## config.mk

```make
export PLATFORM = sky130hd
export DESIGN_NAME = dm_arbiter
export DESIGN_NICKNAME = d
export VERILOG_FILES = /design/src/rtl/dm_arb_pkg.sv /design/src/rtl/dm_byte_lane.sv /design/src/rtl/dm_arbiter.sv
export SDC_FILE = /design/constraint.sdc
export NUM_CORES = 1
export LEC_CHECK = 0
export CORE_ASPECT_RATIO = 1.2
export CORE_MARGIN = 8
export CORE_UTILIZATION = 46
export CTS_CLUSTER_DIAMETER = 150
export CTS_CLUSTER_SIZE = 30
export DETAILED_ROUTE_END_ITERATION = 16
export PLACE_DENSITY = 0.87
export SLEW_MARGIN = 15
export SYNTH_ARGS = -nofsm -noshare
export SYNTH_HDL_FRONTEND = slang
export SYNTH_SLANG_ARGS = --single-unit
```

## constraint.sdc

```tcl
create_clock -name clk -period 5.06 [get_ports clk]
set_input_delay 1.012 -clock clk [delete_from_list [all_inputs] [get_ports clk]]
set_output_delay 1.012 -clock clk [all_outputs]
set_load 0.005 [all_outputs]
```

## src/rtl/dm_arb_pkg.sv

```systemverilog
// Shared types and constants for the data-memory arbiter.
// Holds the FSM encoding, grant ids, lane width and per-operation latencies.
package dm_arb_pkg;

  typedef enum logic [1:0] {
    ST_IDLE  = 2'd0,
    ST_RD    = 2'd1,
    ST_RDATA = 2'd2,
    ST_WR    = 2'd3
  } state_t;

  localparam logic GNT_CPU = 1'b0;
  localparam logic GNT_DMA = 1'b1;

  localparam int LANE_W = 8;

  // Edges from the request-sampling edge to the ready pulse.
  localparam int LAT_WORD_ST = 1;
  localparam int LAT_LOAD    = 2;
  localparam int LAT_BYTE_ST = 3;

endpackage

```

## src/rtl/dm_byte_lane.sv

```systemverilog
// Combinational byte lane helper: extracts a lane with sign/zero extension and
// merges a byte into a word; zero latency, no flow control.
module dm_byte_lane
  import dm_arb_pkg::*;
(
  input  logic [31:0]       word_i,
  input  logic [1:0]        lane_i,
  input  logic              sext_i,
  input  logic [LANE_W-1:0] byte_i,
  output logic [31:0]       ext_o,
  output logic [31:0]       merged_o
);

  logic [LANE_W-1:0] sel_byte;

  always_comb begin
    sel_byte = word_i[lane_i*LANE_W +: LANE_W];
    ext_o    = {{(32-LANE_W){sext_i & sel_byte[LANE_W-1]}}, sel_byte};
    merged_o = word_i;
    merged_o[lane_i*LANE_W +: LANE_W] = byte_i;
  end

endmodule

```

## src/rtl/dm_arbiter.sv

```systemverilog
// Round-robin CPU/DMA arbiter and controller for a sync-read data memory macro.
// Ready after 1 (word store), 2 (load) or 3 (byte store) edges; requesters hold req until ready.
module dm_arbiter
  import dm_arb_pkg::*;
#(
  parameter int ADDR_W = 12,
  parameter int WORDS  = 1024
) (
  input  logic              clk,
  input  logic              rst_n,
  input  logic              cpu_req,
  input  logic              cpu_we,
  input  logic              cpu_word,
  input  logic              cpu_sext,
  input  logic [ADDR_W-1:0] cpu_addr,
  input  logic [31:0]       cpu_wdata,
  output logic [31:0]       cpu_rdata,
  output logic              cpu_ready,
  input  logic              dma_req,
  input  logic              dma_we,
  input  logic [ADDR_W-1:0] dma_addr,
  input  logic [31:0]       dma_wdata,
  output logic [31:0]       dma_rdata,
  output logic              dma_ready,
  output logic [ADDR_W-3:0] mem_addr,
  output logic              mem_we,
  output logic [31:0]       mem_wdata,
  input  logic [31:0]       mem_rdata,
  output logic              busy
);

  localparam logic [ADDR_W-3:0] WADDR_MASK = (ADDR_W-2)'(WORDS-1);

  state_t            state_q;
  logic              gnt_q, last_gnt_q;
  logic              we_q, word_q, sext_q;
  logic [1:0]        lane_q;
  logic [LANE_W-1:0] byte_q;
  logic [ADDR_W-3:0] mem_addr_q;
  logic [31:0]       mem_wdata_q;
  logic [31:0]       cpu_rdata_q, dma_rdata_q;
  logic              cpu_ready_q, dma_ready_q;

  logic              req_any_d, gnt_d, we_d, word_d, sext_d;
  logic [ADDR_W-1:0] addr_d;
  logic [31:0]       wdata_d;
  logic [31:0]       lane_ext, lane_merged, load_dat;

  // The CPU only loses a tie when it was the last one served.
  always_comb begin
    req_any_d = cpu_req | dma_req;
    gnt_d     = (cpu_req && (!dma_req || last_gnt_q == GNT_DMA)) ? GNT_CPU : GNT_DMA;
    if (gnt_d == GNT_CPU) begin
      we_d    = cpu_we;
      word_d  = cpu_word;
      sext_d  = cpu_sext;
      addr_d  = cpu_addr;
      wdata_d = cpu_wdata;
    end else begin
      we_d    = dma_we;
      word_d  = 1'b1;
      sext_d  = 1'b0;
      addr_d  = dma_addr;
      wdata_d = dma_wdata;
    end
  end

  dm_byte_lane u_lane (
    .word_i   (mem_rdata),
    .lane_i   (lane_q),
    .sext_i   (sext_q),
    .byte_i   (byte_q),
    .ext_o    (lane_ext),
    .merged_o (lane_merged)
  );

  assign load_dat = word_q ? mem_rdata : lane_ext;

  always_ff @(posedge clk) begin
    if (!rst_n) begin
      state_q     <= ST_IDLE;
      gnt_q       <= GNT_CPU;
      last_gnt_q  <= GNT_DMA;
      we_q        <= 1'b0;
      word_q      <= 1'b0;
      sext_q      <= 1'b0;
      lane_q      <= '0;
      byte_q      <= '0;
      mem_addr_q  <= '0;
      mem_wdata_q <= '0;
      cpu_rdata_q <= '0;
      dma_rdata_q <= '0;
      cpu_ready_q <= 1'b0;
      dma_ready_q <= 1'b0;
    end else begin
      cpu_ready_q <= 1'b0;
      dma_ready_q <= 1'b0;
      cpu_rdata_q <= '0;
      dma_rdata_q <= '0;
      case (state_q)
        ST_IDLE: begin
          if (req_any_d) begin
            gnt_q      <= gnt_d;
            last_gnt_q <= gnt_d;
            we_q       <= we_d;
            word_q     <= word_d;
            sext_q     <= sext_d;
            lane_q     <= addr_d[1:0];
            byte_q     <= wdata_d[LANE_W-1:0];
            mem_addr_q <= addr_d[ADDR_W-1:2] & WADDR_MASK;
            if (we_d && word_d) begin
              mem_wdata_q <= wdata_d;
              state_q     <= ST_WR;
            end else begin
              state_q     <= ST_RD;
            end
          end
        end
        ST_RD: state_q <= ST_RDATA;
        ST_RDATA: begin
          if (we_q) begin
            mem_wdata_q <= lane_merged;
            state_q     <= ST_WR;
          end else begin
            if (gnt_q == GNT_CPU) begin
              cpu_rdata_q <= load_dat;
              cpu_ready_q <= 1'b1;
            end else begin
              dma_rdata_q <= load_dat;
              dma_ready_q <= 1'b1;
            end
            state_q <= ST_IDLE;
          end
        end
        ST_WR: begin
          if (gnt_q == GNT_CPU) cpu_ready_q <= 1'b1;
          else                  dma_ready_q <= 1'b1;
          state_q <= ST_IDLE;
        end
        default: state_q <= ST_IDLE;
      endcase
    end
  end

  // Gating with rst_n keeps a reset that lands in WR from committing the write.
  assign mem_we    = (state_q == ST_WR) & rst_n;
  assign mem_addr  = mem_addr_q;
  assign mem_wdata = mem_wdata_q;
  assign cpu_rdata = cpu_rdata_q;
  assign cpu_ready = cpu_ready_q;
  assign dma_rdata = dma_rdata_q;
  assign dma_ready = dma_ready_q;
  assign busy      = (state_q != ST_IDLE);

endmodule

```

== Word-level counts from Yosys, hierarchy flattened ==
Index checks and enable logic that the tools add are counted.

* Register bits after elaboration: 125
* Bits of input ports: 128
* Output and inout bits: 110
* Word-level logic and storage cells: 63

* Add/sub/neg operators: 1
* Equality and inequality tests: 6
* Shift operators: 3
* Muxes and demuxes: 22
* Bitwise operators: 6
* Reductions and logical operators: 11

{| class="wikitable"
|+ Operators by type and width
! operator !! count
|-
| $mux 32 || 5
|-
| $pmux 32 s2 || 1
|-
| $neg 5->34 || 1
|-
| $shift 8x34->32 const A || 1
|-
| $shiftx 8x34->32 || 1
|-
| $bwmux 32 || 1
|-
| $shiftx 32x6->8 || 1
|-
| $mux 12 || 1
|-
| $mux 1 || 8
|-
| $pmux 2 s4 || 1
|-
| $reduce_or 4->1 || 2
|-
| $mux 2 || 3
|-
| $ne 2x2->1 const B || 3
|-
| $eq 2x2->1 const B || 2
|-
| $pmux 1 s2 || 2
|-
| $reduce_and 4->1 || 1
|-
| $reduce_bool 2->1 || 2
|-
| $not 1->1 || 3
|-
| $and 1x1->1 || 2
|-
| $eq 2x1->1 const B || 1
|-
| $logic_and 1x1->1 || 2
|-
| $logic_not 2->1 || 1
|-
| $reduce_and 2->1 || 1
|-
| $logic_not 1->1 || 1
|-
| 2 further kinds || 2
|}

== Longest topological paths before layout ==
* Depth after elaboration: 8
* Depth in mapped cells: 9
* Gate-level depth less buffers: 7

== Modules after synthesis ==
A second synthesis with hierarchy kept.

* Cells, all modules: 689
* Area, all modules: 6090.8 µm²

{| class="wikitable"
|+ Modules (own cells, without submodules)
! module !! instances !! cells an instance !! area each (µm²) !! seq. area each (µm²)
|-
| dm_arbiter || 1 || 560 || 5113.7 || 2502.4
|-
| dm_byte_lane || 1 || 129 || 977.2 || 0.0
|}

== Worst setup path after synthesis ==
No wires, ideal clock.

* Path kind: in2out
* From: in rst_n
* To: out mem_we
* Arrival time: 1346 ps
* Required time: 4048 ps
* Slack: 2702 ps
* Stages on the path: 2
* Cell sequence: buf_2 -> and3_1

* Word-level cells in the longest chain between the ends: 1

{| class="wikitable"
|+ Ends and longest elaborated chain
! item !! RTL line !! text
|-
| from (decl) || dm_arbiter.sv:10 || <nowiki>input logic rst_n,</nowiki>
|-
| $and 1x1->1 || dm_arbiter.sv:146 || <nowiki>assign mem_we = (state_q == ST_WR) & rst_n;</nowiki>
|-
| to (decl) || dm_arbiter.sv:26 || <nowiki>output logic mem_we,</nowiki>
|}

No other way between the ends.

== Worst setup path in the final report ==
Same ends and word-level chain as after synthesis.

==> results.yml <==
placement:
  dp_hpwl_mm: 15.46
  place_ws_ps: 1478
  gp_congestion: 0.9501
  io_buffers: 237
critical_path:
  critPathMaxFanout: 37
  worstRegToRegCells: 7
  rr_startpoint: "lane_q[1]"
  startpoint_type: "input pin"
  crit_arrival_ps: 2580
  required_ps: 4050
  reg2reg_setup_slack_ps: 2060
  end_kind: "output pin"
  reg2reg_to: "mem_wdata[24]"
  crit_type: "input pin to output pin"
routing:
  wl_per_cell_um: 21.18
  vias: 5833
  dr.max_layer_used: "met4"
  finalWirelength_mm: 20.72
  drc_errors: 0
  drtAntennaViolNets: 0
  wl_met1_mm: 7.387
  drt_iter0_markers: 451
  met3_length_mm: 2.433
  firstDrtPassIters: 5
  routed_via_density: 5.964
  wl_met2_mm: 10.07
floorplan:
  die_w_um: 115.3
  initial_core_util_pct: 47.06
  die_y_um: 135.2
  rows: 43
  io_pins: 238
  core_sq_um: 11570
  dieArea_sq_um: 15590
logic_synthesis:
  synth_cell_types: 47
  yosys_warnings: 0
  syn_inst: 605
  ys_seq_elements: 125
  synth_area_sq_um: 5444
  syn_avg_cell_area_sq_um: 8.998
  yosysSeqAreaShare_pct: 45.97
  syn-num-nets: 738
finish:
  area_growth_pct: 54.61
  antenna_cells: 0
  fillers: 791
  final_nets: 941
  final_cell_mix: "clkdlybuf4s50_1, dfxtp_1, nand2_1"
  final_common_cell: "clkdlybuf4s50_1"
  drive_above_1_share_pct: 7.674
grt:
  grt_max_degree: 63
  grt_usage_pct: 25.83
  overflow: 0
  first_global_vias: 5892
  grt_pass1_wl_mm: 31.25
  grt_antenna_before_repair: 0
clock_tree:
  cts-resized-gates: 0
  cts_made_buffers: 17
  cts_root_buf: "clkbuf_16"
  insertion_delay_ps: 420
  cts_htree_levels: 4
  ctsHoldBuffers: 0
  post-cts-setup-buffers: 0
  cts.sinks: 125
  clkTransAtPathRegs_ps: 60
  cts_tree: "built"
  cts_max_path_buffers: 2
sta:
  timing.fmax_mhz: 278.6
  rsz0062_at_grt: "false"
  timing.slew.headroom_pct: 23.96
  timing.final.crit_share_pct: 70.93
  layout_setup_ws_ps: 1471
  tns_ps: 0
  slew_viol_final: 0
  finalSetupViolations: 0
  period_minus_slack_ps: 3589
  fin_skew_ps: 14.81
  worst_pin_slew_ps: 1141
  final-hold-violation-count: 0
run:
  maxCapViolCount: 0
pwr:
  p_leak_nw: 3.188
  vdd_drop_max_uv: 206.6
  p_per_area_nw_per_um2: 353.0
run_status:
  status: "finished clean"
worst_hold_path:
  hold_path_end: "mem_wdata[10]"
  min_path_type: "register to register"
  holdPathStages: 2
  worstHoldStart: "mem_wdata[10]"
==> how the worst max path moves through the flow <==
stage | from | end | slack [ps] | depth (start not counted)
final | rst_n | mem_we | 1470 | 4
after global routing | rst_n | mem_we | 1400 | 4
after CTS | rst_n | mem_we | 1490 | 4
after detailed placement | dma_req | mem_wdata[4] | 1480 | 7
after global placement | rst_n | mem_we | 1520 | 4
after floorplan | rst_n | mem_we | 2700 | 2
==> critical path, stage by stage <==
cell and delay (ps):
clkdlybuf4s50_1 460, buf_4 360, and3_1 230, clkdlybuf4s50_1 510
==> area by class of cell <==
class | count | area [sq um] | area share [%]
Clock buffer | 17 | 425.4 | 5.054
Timing Repair Buffer | 243 | 2417 | 28.72
Multi-Input combinational cell | 412 | 2646 | 31.44
Sequential cell | 125 | 2504 | 29.75
Clock inverter | 15 | 193.9 | 2.304
Tap cell | 157 | 196.4 | 2.334
Inverter | 9 | 33.78 | 0.4014
==> cell families after synthesis <==
group                      share of synthesized area, %
buffers and inverters                             5.470
muxes                                             7.309
DFF                                               45.97
and+or+nand+nor                                   16.69
AOI/OAI and AO/OA                                 23.42
adders and majority gates                         1.149
==> metrics by stage <==
stage          total power [W]  area, sq um  hold WS [ps]  instances  util, %
2_1_floorplan         0.001418         5444         419.4        605        -
3_3_place_gp          0.001674         7796         445.7        946    67.40
3_5_place_dp          0.001694         7796         451.1        946    67.40
4_1_cts               0.002972         8416         465.1        978    72.75
5_1_grt               0.003073         8417         479.6        978    72.76
6_report              0.002971         8417         461.3        978    72.76
==> sequential cells by signal, indices dropped and copies added, names as in the netlist <==
name	flops
cpu_rdata	32
dma_rdata	32
mem_wdata	32
mem_addr	10
byte_q	8
lane_q	2
state_q	2
cpu_ready	1
dma_ready	1
gnt_q	1
last_gnt_q	1
sext_q	1
we_q	1
word_q	1
==> report_power, final <==
part           switching [W]  internal [W]
clock network       0.000493      0.000791
registers          0.0000664       0.00104
logic               0.000280      0.000296
==> routing by layer <==
metal | track usage (%) | vias to the layer above
met4 | 13.75 | 0
li1 | - | 2626
met5 | 0 | -
met3 | 8.876 | 61
met1 | 27.64 | 2728
met2 | 43.82 | 418
==> cells in the mapped netlist, drive strengths merged <==
library cell / n / area share (%)
mux2i: 24 / 4.4
dfxtp: 125 / 46
nand3: 8 / 0.74
nor3: 7 / 0.64
or2: 2 / 0.23
and3: 9 / 1.0
mux2: 12 / 2.5
clkinv: 2 / 0.14
nand2: 93 / 6.4
nand2b: 4 / 0.46
o21a: 1 / 0.14
o21ai: 4 / 0.44
a31oi: 1 / 0.11
a21oi: 57 / 5.2
and4: 2 / 0.32
a21boi: 1 / 0.14
mux4: 1 / 0.41
nor2b: 3 / 0.39
and2: 4 / 0.46
a2bb2oi: 10 / 1.6
nor2: 55 / 4.2
a221oi: 35 / 5.6
inv: 7 / 0.48
o41ai: 8 / 1.6
clkbuf: 41 / 2.8
a221o: 10 / 1.8
nand3b: 1 / 0.14
a311oi: 5 / 0.80
a311o: 13 / 2.4
o22ai: 3 / 0.34
a22oi: 19 / 2.6
buf: 18 / 2.0
ha: 5 / 1.1
o211ai: 4 / 0.55
nor4b: 1 / 0.44
or4: 2 / 0.28
nand4: 8 / 0.92
(Power assumes the default switching activity.)
